===== config.mk =====
export PLATFORM = sky130hd
export DESIGN_NAME = audio_clip_sequencer_flat
export DESIGN_NICKNAME = d
export VERILOG_FILES = /design/src/rtl/audio_clip_sequencer_pkg.sv /design/src/rtl/audio_clip_sequencer_if.sv /design/src/rtl/audio_clip_sequencer_fifo.sv /design/src/rtl/audio_clip_sequencer.sv /design/src/flat_wrapper.sv
export SDC_FILE = /design/constraint.sdc
export NUM_CORES = 1
export LEC_CHECK = 0
export BUFFER_PORTS_ARGS = -buffer_cell sky130_fd_sc_hd__buf_2
export CORE_MARGIN = 10
export CORE_UTILIZATION = 40
export CTS_BUF_LIST = sky130_fd_sc_hd__clkbuf_8
export DETAILED_ROUTE_END_ITERATION = 12
export PLACE_DENSITY = 0.66
export SLEW_MARGIN = 20
export SYNTH_ARGS = -nofsm -noshare
export SYNTH_HDL_FRONTEND = slang
export SYNTH_SLANG_ARGS = --single-unit
export TNS_END_PERCENT = 20

===== constraint.sdc =====
create_clock -name clk -period 5 [get_ports clk]
set_input_delay 0.5 -clock clk [delete_from_list [all_inputs] [get_ports clk]]
set_output_delay 0.5 -clock clk [all_outputs]
set_load 0.005 [all_outputs]

===== src/rtl/audio_clip_sequencer_pkg.sv =====
// Shared types and sizing for the audio clip sequencer: clip table entry,
// sequencer states and the address/index widths used across the block.
package audio_pkg;

  localparam int unsigned ADDR_W    = 19;
  localparam int unsigned NUM_CLIPS = 8;
  localparam int unsigned IDX_W     = $clog2(NUM_CLIPS);
  localparam int unsigned QDEPTH    = 4;
  localparam int unsigned QCNT_W    = 3;

  typedef struct packed {
    logic [ADDR_W-1:0] start;
    logic [ADDR_W-1:0] stop;
    logic              valid;
  } clip_entry_t;

  typedef enum logic [2:0] {
    IDLE,
    LOAD,
    START,
    ARM,
    PLAY,
    DONE
  } seq_state_t;

  // An entry is playable when its inclusive range is non-empty (start == stop is one byte).
  function automatic clip_entry_t make_entry(input logic [ADDR_W-1:0] start,
                                             input logic [ADDR_W-1:0] stop);
    clip_entry_t e;
    e.start = start;
    e.stop  = stop;
    e.valid = (stop >= start);
    return e;
  endfunction

endpackage


===== src/rtl/audio_clip_sequencer_if.sv =====
// Player-side bus of the clip sequencer: start pulse, clip range and done level.
interface audio_clip_sequencer_if;
  import audio_pkg::*;

  logic              ply_start;
  logic [ADDR_W-1:0] ply_start_pos;
  logic [ADDR_W-1:0] ply_stop_pos;
  logic              ply_done;

  modport master (
    output ply_start,
    output ply_start_pos,
    output ply_stop_pos,
    input  ply_done
  );

  modport slave (
    input  ply_start,
    input  ply_start_pos,
    input  ply_stop_pos,
    output ply_done
  );

endinterface


===== src/rtl/audio_clip_sequencer_fifo.sv =====
// Play-request FIFO: synchronous push/pop with a flush that empties it in one cycle.
module clip_fifo #(
  parameter int unsigned W     = 3,
  parameter int unsigned DEPTH = 4,
  parameter int unsigned CNT_W = 3
) (
  input  logic             clk,
  input  logic             clr,
  input  logic             push,
  input  logic             pop,
  input  logic             flush,
  input  logic [W-1:0]     din,
  output logic [W-1:0]     dout,
  output logic             full,
  output logic             empty,
  output logic [CNT_W-1:0] count
);

  localparam int unsigned PTR_W = $clog2(DEPTH);

  logic [W-1:0]     mem [DEPTH];
  logic [PTR_W-1:0] wr_ptr;
  logic [PTR_W-1:0] rd_ptr;
  logic             do_push;
  logic             do_pop;

  assign full    = (count == CNT_W'(DEPTH));
  assign empty   = (count == '0);
  assign dout    = mem[rd_ptr];
  assign do_pop  = pop && !empty;
  // A pop in the same cycle frees the slot, so a push into a full FIFO is still accepted.
  assign do_push = push && !flush && (!full || do_pop);

  always_ff @(posedge clk) begin
    if (do_push) begin
      mem[wr_ptr] <= din;
    end
  end

  always_ff @(posedge clk) begin
    if (clr || flush) begin
      wr_ptr <= '0;
      rd_ptr <= '0;
      count  <= '0;
    end else begin
      if (do_push) begin
        wr_ptr <= wr_ptr + 1'b1;
      end
      if (do_pop) begin
        rd_ptr <= rd_ptr + 1'b1;
      end
      case ({do_push, do_pop})
        2'b10:   count <= count + 1'b1;
        2'b01:   count <= count - 1'b1;
        default: count <= count;
      endcase
    end
  end

endmodule


===== src/rtl/audio_clip_sequencer.sv =====
// Replays queued clip indices back-to-back: looks each up in the clip table,
// hands its range to the player, pulses start and waits for the player's done.
module audio_clip_sequencer
  import audio_pkg::*;
(
  input  logic                   clk,
  input  logic                   clr,
  input  logic                   cfg_we,
  input  logic [IDX_W-1:0]       cfg_idx,
  input  logic [ADDR_W-1:0]      cfg_start,
  input  logic [ADDR_W-1:0]      cfg_stop,
  input  logic                   play_req,
  input  logic [IDX_W-1:0]       play_idx,
  output logic                   play_ack,
  output logic                   q_full,
  output logic [QCNT_W-1:0]      q_count,
  input  logic                   abort,
  audio_clip_sequencer_if.master ply,
  output logic                   busy,
  output logic [IDX_W-1:0]       cur_idx,
  output logic                   clip_done,
  output logic                   err_bad,
  output logic                   err_ovf
);

  seq_state_t        state_q;
  seq_state_t        state_d;
  clip_entry_t       clip_tab [NUM_CLIPS];
  clip_entry_t       head_entry;
  logic [IDX_W-1:0]  head_idx;
  logic              q_empty;
  logic              pop;
  logic              push;
  logic              ovf;
  logic              load_valid;
  logic              load_bad;
  logic [ADDR_W-1:0] start_pos_q;
  logic [ADDR_W-1:0] stop_pos_q;

  assign push = play_req && !abort && (!q_full || pop);
  assign ovf  = play_req && !abort && q_full && !pop;

  clip_fifo #(
    .W     (IDX_W),
    .DEPTH (QDEPTH),
    .CNT_W (QCNT_W)
  ) u_fifo (
    .clk   (clk),
    .clr   (clr),
    .push  (push),
    .pop   (pop),
    .flush (abort),
    .din   (play_idx),
    .dout  (head_idx),
    .full  (q_full),
    .empty (q_empty),
    .count (q_count)
  );

  // Combinational read: a write to the same entry this cycle is not yet visible.
  assign head_entry = clip_tab[head_idx];

  always_ff @(posedge clk) begin
    if (clr) begin
      for (int unsigned i = 0; i < NUM_CLIPS; i++) begin
        clip_tab[i].valid <= 1'b0;
      end
    end else if (cfg_we) begin
      clip_tab[cfg_idx] <= make_entry(cfg_start, cfg_stop);
    end
  end

  always_comb begin
    state_d    = state_q;
    pop        = 1'b0;
    load_valid = 1'b0;
    load_bad   = 1'b0;
    unique case (state_q)
      IDLE: begin
        if (!q_empty) state_d = LOAD;
      end
      LOAD: begin
        if (q_empty) begin
          state_d = IDLE;
        end else begin
          pop = 1'b1;
          if (head_entry.valid) begin
            load_valid = 1'b1;
            state_d    = START;
          end else begin
            load_bad = 1'b1;
            state_d  = (q_count > 3'd1 && !abort) ? LOAD : IDLE;
          end
        end
      end
      START: state_d = ARM;
      // Done may still be high from the previous clip; it is only trusted from PLAY on.
      ARM:   state_d = PLAY;
      PLAY: begin
        if (ply.ply_done) state_d = DONE;
      end
      DONE: begin
        state_d = (!q_empty && !abort) ? LOAD : IDLE;
      end
      default: state_d = IDLE;
    endcase
  end

  always_ff @(posedge clk) begin
    if (clr) begin
      state_q     <= IDLE;
      play_ack    <= 1'b0;
      err_bad     <= 1'b0;
      err_ovf     <= 1'b0;
      start_pos_q <= '0;
      stop_pos_q  <= '0;
      cur_idx     <= '0;
    end else begin
      state_q  <= state_d;
      play_ack <= push;
      err_bad  <= load_bad;
      if (ovf) begin
        err_ovf <= 1'b1;
      end
      if (load_valid) begin
        start_pos_q <= head_entry.start;
        stop_pos_q  <= head_entry.stop;
        cur_idx     <= head_idx;
      end
    end
  end

  assign ply.ply_start     = (state_q == START);
  assign ply.ply_start_pos = start_pos_q;
  assign ply.ply_stop_pos  = stop_pos_q;
  assign clip_done         = (state_q == DONE);
  assign busy              = (state_q != IDLE);

endmodule


===== src/flat_wrapper.sv =====
// flat-port wrapper written by rule: the top's interface ports become plain ports
module audio_clip_sequencer_flat import audio_pkg::*;
  (clk, clr, cfg_we, cfg_idx, cfg_start, cfg_stop, play_req, play_idx, play_ack, q_full, q_count, abort, busy, cur_idx, clip_done, err_bad, err_ovf, ply_ply_start, ply_ply_start_pos, ply_ply_stop_pos, ply_ply_done);
  audio_clip_sequencer_if ply_i ();
  input  logic clk;
  input  logic clr;
  input  logic cfg_we;
  input  logic [IDX_W-1:0] cfg_idx;
  input  logic [ADDR_W-1:0] cfg_start;
  input  logic [ADDR_W-1:0] cfg_stop;
  input  logic play_req;
  input  logic [IDX_W-1:0] play_idx;
  output logic play_ack;
  output logic q_full;
  output logic [QCNT_W-1:0] q_count;
  input  logic abort;
  output logic busy;
  output logic [IDX_W-1:0] cur_idx;
  output logic clip_done;
  output logic err_bad;
  output logic err_ovf;
  output wire logic [$bits(ply_i.ply_start)-1:0] ply_ply_start;
  output wire logic [$bits(ply_i.ply_start_pos)-1:0] ply_ply_start_pos;
  output wire logic [$bits(ply_i.ply_stop_pos)-1:0] ply_ply_stop_pos;
  input wire logic [$bits(ply_i.ply_done)-1:0] ply_ply_done;
  assign ply_ply_start = ply_i.ply_start;
  assign ply_ply_start_pos = ply_i.ply_start_pos;
  assign ply_ply_stop_pos = ply_i.ply_stop_pos;
  assign ply_i.ply_done = ply_ply_done;
  audio_clip_sequencer u_core (.clk(clk), .clr(clr), .cfg_we(cfg_we), .cfg_idx(cfg_idx), .cfg_start(cfg_start), .cfg_stop(cfg_stop), .play_req(play_req), .play_idx(play_idx), .play_ack(play_ack), .q_full(q_full), .q_count(q_count), .abort(abort), .ply(ply_i), .busy(busy), .cur_idx(cur_idx), .clip_done(clip_done), .err_bad(err_bad), .err_ovf(err_ovf));
endmodule

==> impl_metrics.yaml, run 1 <==
outcome:
  status: "finished, final reports clean"
clock_network:
  cts.clk_slew.worst_paths_ns: 0.06
  clkLatencyLatePin_ns: 0.61
  cts_setup_buffers: 0
  ctsHtreeMaxLevel: 2
  cts_tree: "done"
  cts_sinks: 380
  cts_max_path_buffers: 3
  cts_buffers: 58
  cts.repair.resized: 0
  hold_buffers: 0
  root_buffer: "clkbuf_8"
power:
  pwr-share-seq_pct: 55.7
  comb_power_share_pct: 5.5
  p_sw_share_pct: 22.5
  internal_power_mw: 4.89
  clock_power_share_pct: 38.7
  power.leakage_nw: 6.17
  powerDensity_nw_per_um2: 360
  ir_worst_vdd_v: 0.000195
  p_switching_mw: 1.42
floorplan:
  rows: 71
  core_area_sq_um: 37800
  die_y_microns: 216
  die_w_microns: 216
  start_util_pct: 40.7
  die-area_sq_um: 46700
  io_pins: 101
run:
  maxCapViolCount: 0
cells_and_area:
  final_util_pct: 46.4
  syn2layout_area_growth_pct: 14.0
  final_nets: 1213
  drive_gt1_share_pct: 29.5
synth:
  synth_edf_count: 324
  synth-main-ff-cell: "edfxtp_1"
  synth_seq_cells: 380
  syn-num-nets: 1086
  synth_top_area_share_pct: 63.3
  synthCells: 1008
  synthTopCellsByCount: "edfxtp_1 (324), mux2_2 (114), nand2_1 (95)"
  syn_area_sq_um: 15400
  synth_cell_types: 46
  syn_area_per_cell_sq_um: 15.3
  ys_seq_area_share_pct: 70.6
  synth_area_leaders: "edfxtp_1 (63%), mux2_2 (8.4%), dfxtp_1 (7.3%), mux2i_1 (2.9%), nand2_1 (2.3%)"
  yosysMostFrequentCell: "edfxtp_1"
  ys_async_sr_fraction_pct: 0
  synth_top_area_cell: "edfxtp_1"
  synth_warnings: 0
routing:
  drt-wirelength-per-cell_microns: 21.0
  drtIter0Drc: 570
  wl_mm: 35.6
  drc: 0
  vias_per_cell: 5.14
  vias: 8717
  first_pass_iters: 5
  ant_nets: 0
placed_design:
  io_buffers: 100
  hpwl_mm: 21.3
  place_congestion: 0.844
timing:
  clock_skew_ns: 0.0176
  slew_viol_final: 0
  final_hold_viol_count: 0
  max_freq_ghz: 0.313
  worst_pin_slew_ns: 1.01
  rsz0062_at_grt: "false"
  maxSlewHeadroom_pct: 32.8
  min_period_ns: 3.20
  setup-violations-final: 0
  setup_tns_ns: 0
  layout_worst_path_cycle_share_pct: 63.9
global_routing:
  grt_antenna_before_repair: 3
  grt_max_degree: 62
  grt_pass1_vias: 9151
  gr-total-overflow: 0
  grt_usage_pct: 14.9
  grt_pass1_wl_mm: 54.3
worst_setup_path:
  arrival_ns: 3.73
  critPathKind: "reg -> reg"
  start_kind: "flop"
  crit_required_ns: 5.53
  cp-end-kind: "flop"
  path_max_fanout: 38
worst_hold_path:
  hold_path_class: "in -> reg"
-- final timing paths --
check | from | to | slack, ns | cells after the start
min | play_idx[0] | u_core.u_fifo.mem[1][0]$_DFFE_PP_ | 0.12 | 1
max reg2reg | flop | u_core.ply.ply_stop_pos[11]$_SDFFE_PP0P_ | 1.80 | 6
min reg2reg | u_core.ply.ply_start_pos[4]$_SDFFE_PP0P_ | u_core.ply.ply_start_pos[4]$_SDFFE_PP0P_ | 0.46 | 2
max | flop | u_core.ply.ply_stop_pos[11]$_SDFFE_PP0P_ | 1.80 | 6
-- cells in the final DEF, fill, tap and decap left out, drive strengths merged, types with 3 or more instances in the layout --
master and instances:
a211oi 41, a21o 4, a21oi 47, a31oi 4, and2 5, buf 120
clkbuf 66, clkinv 21, clkinvlp 3, dfxtp 56, edfxtp 324, ha 28
inv 46, mux2 114, mux2i 44, mux4 4, nand2 97, nand2b 5
nand4 4, nor2 68, nor3 3, nor3b 4, o21a 5, o21ai 4
o22ai 37, or2 10, xor2 3
-- sequential cells by signal, indices dropped and copies added, names as in the netlist, named ones only --
signal / flops
u_core.clip_tab: 312
u_core.cur_idx: 3
u_core.err_bad: 1
u_core.err_ovf: 1
u_core.play_ack: 1
u_core.ply.ply_start_pos: 19
u_core.ply.ply_stop_pos: 19
u_core.state_q: 3
u_core.u_fifo.count: 3
u_core.u_fifo.mem: 12
u_core.u_fifo.rd_ptr: 2
u_core.u_fifo.wr_ptr: 2
-- power by group through the flow --
| stage | clock network [mW] | registers [mW] | logic (mW) |
|---|---|---|---|
| final | 2.44 | 3.52 | 0.349 |
| after global routing | 2.65 | 3.52 | 0.382 |
| after CTS | 2.50 | 3.52 | 0.351 |
| after detailed placement | 0 | 3.58 | 0.350 |
| after global placement | 0 | 3.58 | 0.342 |
| after floorplan | 0 | 3.58 | 0.213 |
-- logic make-up (layout without fill, tap and decap cells) --
group | after synthesis | after routing | synth area share (%)
AND/OR/NAND/NOR | 204 | 204 | 5.71
multiplexers | 162 | 162 | 11.9
other | 0 | 1 | 0
XOR/XNOR | 5 | 5 | 0.285
AO/OA/AOI/OAI | 149 | 149 | 6.41
flip-flops | 380 | 380 | 70.6
adder cells (fa/ha/maj) | 28 | 28 | 2.28
buffers and inverters | 80 | 257 | 2.89
-- critical path, cell delays in order (launching register included) --
cell and delay, ns:
dfxtp_1 0.40, mux4_4 0.99, mux4_2 0.45, nor2b_4 0.49
buf_4 0.46, o2111ai_1 0.16, a21oi_1 0.14
-- per-layer routing --
| metal | global-route usage (%) | part of all wire (%) |
|---|---|---|
| met2 | 25.1 | 49 |
| met4 | 4.68 | 1.7 |
| met3 | 2.63 | 4.8 |
| met1 | 19.3 | 44 |
| met5 | 0 | 0.096 |
-- area by class of cell --
cell class                 instances  area (sq um)
multi-input combinational        548          4150
antenna                            1          2.50
timing repair buffer             120           651
clock buffer                      66           908
tap                              511           639
inverter                          27           101
clock inverter                    44           216
sequential                       380         10900
fill                            3320         20200
-- per-stage QoR --
stage	power, mW	worst slack, ns	cells	hold slack, ns	area (sq um)
finish	6.31	1.80	1697	0.121	17500
global route	6.55	1.62	1696	0.0946	17500
CTS	6.36	1.75	1696	0.0846	17500
detailed placement	3.93	1.77	1586	0.447	16400
global placement	3.92	1.81	1586	0.442	16400
floorplan	3.79	0.603	1008	0.453	15400
(Power assumes the default switching activity.)
==> inputs of run 2 (changes only) <==
--- a/config.mk
+++ b/config.mk
@@ -5,12 +5,13 @@
 export SDC_FILE = /design/constraint.sdc
 export NUM_CORES = 1
 export LEC_CHECK = 0
+export ABC_AREA = 1
 export BUFFER_PORTS_ARGS = -buffer_cell sky130_fd_sc_hd__buf_2
 export CORE_MARGIN = 10
 export CORE_UTILIZATION = 40
 export CTS_BUF_LIST = sky130_fd_sc_hd__clkbuf_8
 export DETAILED_ROUTE_END_ITERATION = 12
-export PLACE_DENSITY = 0.66
+export PLACE_DENSITY = 0.65
 export SLEW_MARGIN = 20
 export SYNTH_ARGS = -nofsm -noshare
 export SYNTH_HDL_FRONTEND = slang
==> constraint.sdc (replaced) <==
create_clock -name clk -period 3.1 [get_ports clk]
set_input_delay 0.31 -clock clk [delete_from_list [all_inputs] [get_ports clk]]
set_output_delay 0.31 -clock clk [all_outputs]
set_load 0.005 [all_outputs]
==> impl_metrics.yaml, run 2 <==
worst_setup_path:
  critPathKind: "reg -> reg"
  reg2reg_setup_slack_ns: 0.74
  max_stage_delay_ns: 0.47
  path_max_fanout: 145
  crit_path_top_delay_cell: "buf_12"
  crit_required_ns: 3.67
  rr_worst_depth: 12
  cp_common_cell: "nand2_1"
  start_kind: "flop"
  arrival_ns: 2.93
  path_cells: "inv_2 -> nand2_1 -> nand3_2 -> nand2_8 -> buf_12 -> or2_2 -> nand3_1 -> nand2_1 -> nand2_1 -> nand2_1 -> nor2_1 -> nor2_1"
  critPathBufInv: 2
  cp-end-kind: "flop"
  crit_family: "simple AND/OR/NAND/NOR gates"
  timing.rr.end: "u_core.ply.ply_start_pos[11]$_SDFFE_PP0P_"
routing:
  vias: 11067
  vias_per_cell: 4.71
  first_pass_iters: 5
  ant_nets: 0
  drc: 0
  wl_mm: 37.3
  drt-wirelength-per-cell_microns: 15.9
  drtIter0Drc: 713
timing:
  setup-violations-final: 0
  max_freq_ghz: 0.425
  final_hold_viol_count: 0
  layout_worst_path_cycle_share_pct: 76.0
  min_period_ns: 2.36
  maxSlewHeadroom_pct: 51.7
  setup_tns_ns: 0
  slew_viol_final: 0
  worst_pin_slew_ns: 0.725
  rsz0062_at_grt: "false"
  clock_skew_ns: 0.0134
synth:
  synthCells: 1605
  ys_seq_area_share_pct: 65.4
  syn_area_per_cell_sq_um: 10.3
  synth_warnings: 0
  yosysMostFrequentCell: "nand2_1"
  synth_seq_cells: 380
  synth_top_area_cell: "edfxtp_1"
  synth_top_area_share_pct: 58.6
  synth_area_leaders: "edfxtp_1 (59%), nand2_1 (10%), dfxtp_1 (6.8%), inv_1 (5.9%), o211ai_1 (3.5%)"
  synth-main-ff-cell: "edfxtp_1"
  synth_cell_types: 32
  syn-num-nets: 1683
  synth_edf_count: 324
  syn_area_sq_um: 16600
  ys_async_sr_fraction_pct: 0
  synthTopCellsByCount: "nand2_1 (440), edfxtp_1 (324), inv_1 (262)"
placed_design:
  dpl-instance-area_sq_um: 17600
  hpwl_mm: 22.6
  place_congestion: 0.806
  io_buffers: 100
outcome:
  status: "finished, final reports clean"
floorplan:
  die_y_microns: 224
  io_pins: 101
  rows: 74
  start_util_pct: 40.5
  core_area_sq_um: 40900
  die-area_sq_um: 50000
  die_w_microns: 224
cells_and_area:
  largest_reg_flops: 312
  final_common_cell: "nand2_1"
  regMostFlops: "u_core.clip_tab"
  final_cell_mix: "nand2_1 (440), edfxtp_1 (324), inv_1 (281)"
  final_nets: 1842
  fin_area_sq_um: 19200
  drive_gt1_share_pct: 14.3
  syn2layout_area_growth_pct: 15.9
worst_hold_path:
  hold_path_class: "in -> reg"
  holdPathStages: 1
  hp-start: "cfg_stop[17]"
  hold_end: "u_core.clip_tab[0][18]$_DFFE_PP_"
global_routing:
  grt_pass1_wl_mm: 59.0
  grt_usage_pct: 14.7
  grt_max_degree: 146
  grt_antenna_before_repair: 1
  grt_pass1_vias: 10970
  gr-total-overflow: 0
power:
  ir_worst_vdd_v: 0.000324
  power.leakage_nw: 8.35
  p_total_mw: 10.5
  powerDensity_nw_per_um2: 548
clock_network:
  cts_tree: "done"
  cts_sinks: 380
  cts.repair.resized: 0
  cts_setup_buffers: 0
  root_buffer: "clkbuf_8"
  cts.clk_slew.worst_paths_ns: 0.06
  cts_buffers: 61
  hold_buffers: 42
  cts_max_path_buffers: 3
  ctsHtreeMaxLevel: 2
  clkLatencyLatePin_ns: 0.65
run:
  maxCapViolCount: 0
==> run 2: per-layer routing <==
metal / GRT usage, % / part of all wire, %
met1: 18.6 / 45
met2: 24.5 / 47
met3: 3.00 / 5.4
met4: 5.56 / 2.6
met5: 0 / 0
==> run 2: worst max path at each step <==
stage | start | end | slack, ns | cells past startpoint
floorplan | clr | u_core.clip_tab[1][10]$_DFFE_PP_ | 0.39 | 5
global placement | flop | u_core.ply.ply_start_pos[10]$_SDFFE_PP0P_ | 0.84 | 12
detailed placement | flop | u_core.ply.ply_start_pos[8]$_SDFFE_PP0P_ | 0.80 | 12
CTS | flop | u_core.ply.ply_start_pos[7]$_SDFFE_PP0P_ | 0.77 | 12
global route | flop | u_core.ply.ply_start_pos[4]$_SDFFE_PP0P_ | 0.50 | 12
finish | flop | u_core.ply.ply_start_pos[11]$_SDFFE_PP0P_ | 0.74 | 12
==> run 2: cell type report <==
cell class	count	area [sq um]
timing repair buffer	167	1160
fill	3760	21700
antenna	1	2.50
clock inverter	47	248
clock buffer	69	950
multi-input combinational	890	4360
tap	532	666
inverter	264	991
sequential	380	10900
==> run 2: cells by family (layout without fill, tap and decap cells) <==
family,count (synthesis),after routing,share of synthesized area (%)
flops,380,380,65.4
compound gates,192,192,7.07
simple gates,669,669,16.6
xor+xnor,1,1,0.0528
buf+inv,335,547,8.79
other cells,0,1,0
fa+ha+maj,28,28,2.11
==> run 2: stage by stage <==
step	hold WS (ns)	setup slack, ns	utilization [%]	cells
finish	0.0465	0.744	47.0	2350
detailed placement	0.439	0.799	43.0	2191
floorplan	0.379	0.390	-	1605
global route	0.0269	0.502	47.0	2349
CTS	0.00631	0.774	47.0	2349
global placement	0.452	0.842	43.0	2191
==> run 2: power by group <==
part | leakage [nW] | internal, mW | switching, mW
Combinational | 4.28 | 0.239 | 0.465
Clock | 0.685 | 2.20 | 1.96
Sequential | 3.38 | 5.65 | 0.0274
==> run 2: worst reg2reg max path, cell delays in order (launching register included) <==
cell and delay, ns:
dfxtp_1 0.43, inv_2 0.09, nand2_1 0.09, nand3_2 0.16, nand2_8 0.28, buf_12 0.49
or2_2 0.27, nand3_1 0.06, nand2_1 0.10, nand2_1 0.06, nand2_1 0.10, nor2_1 0.04
nor2_1 0.12
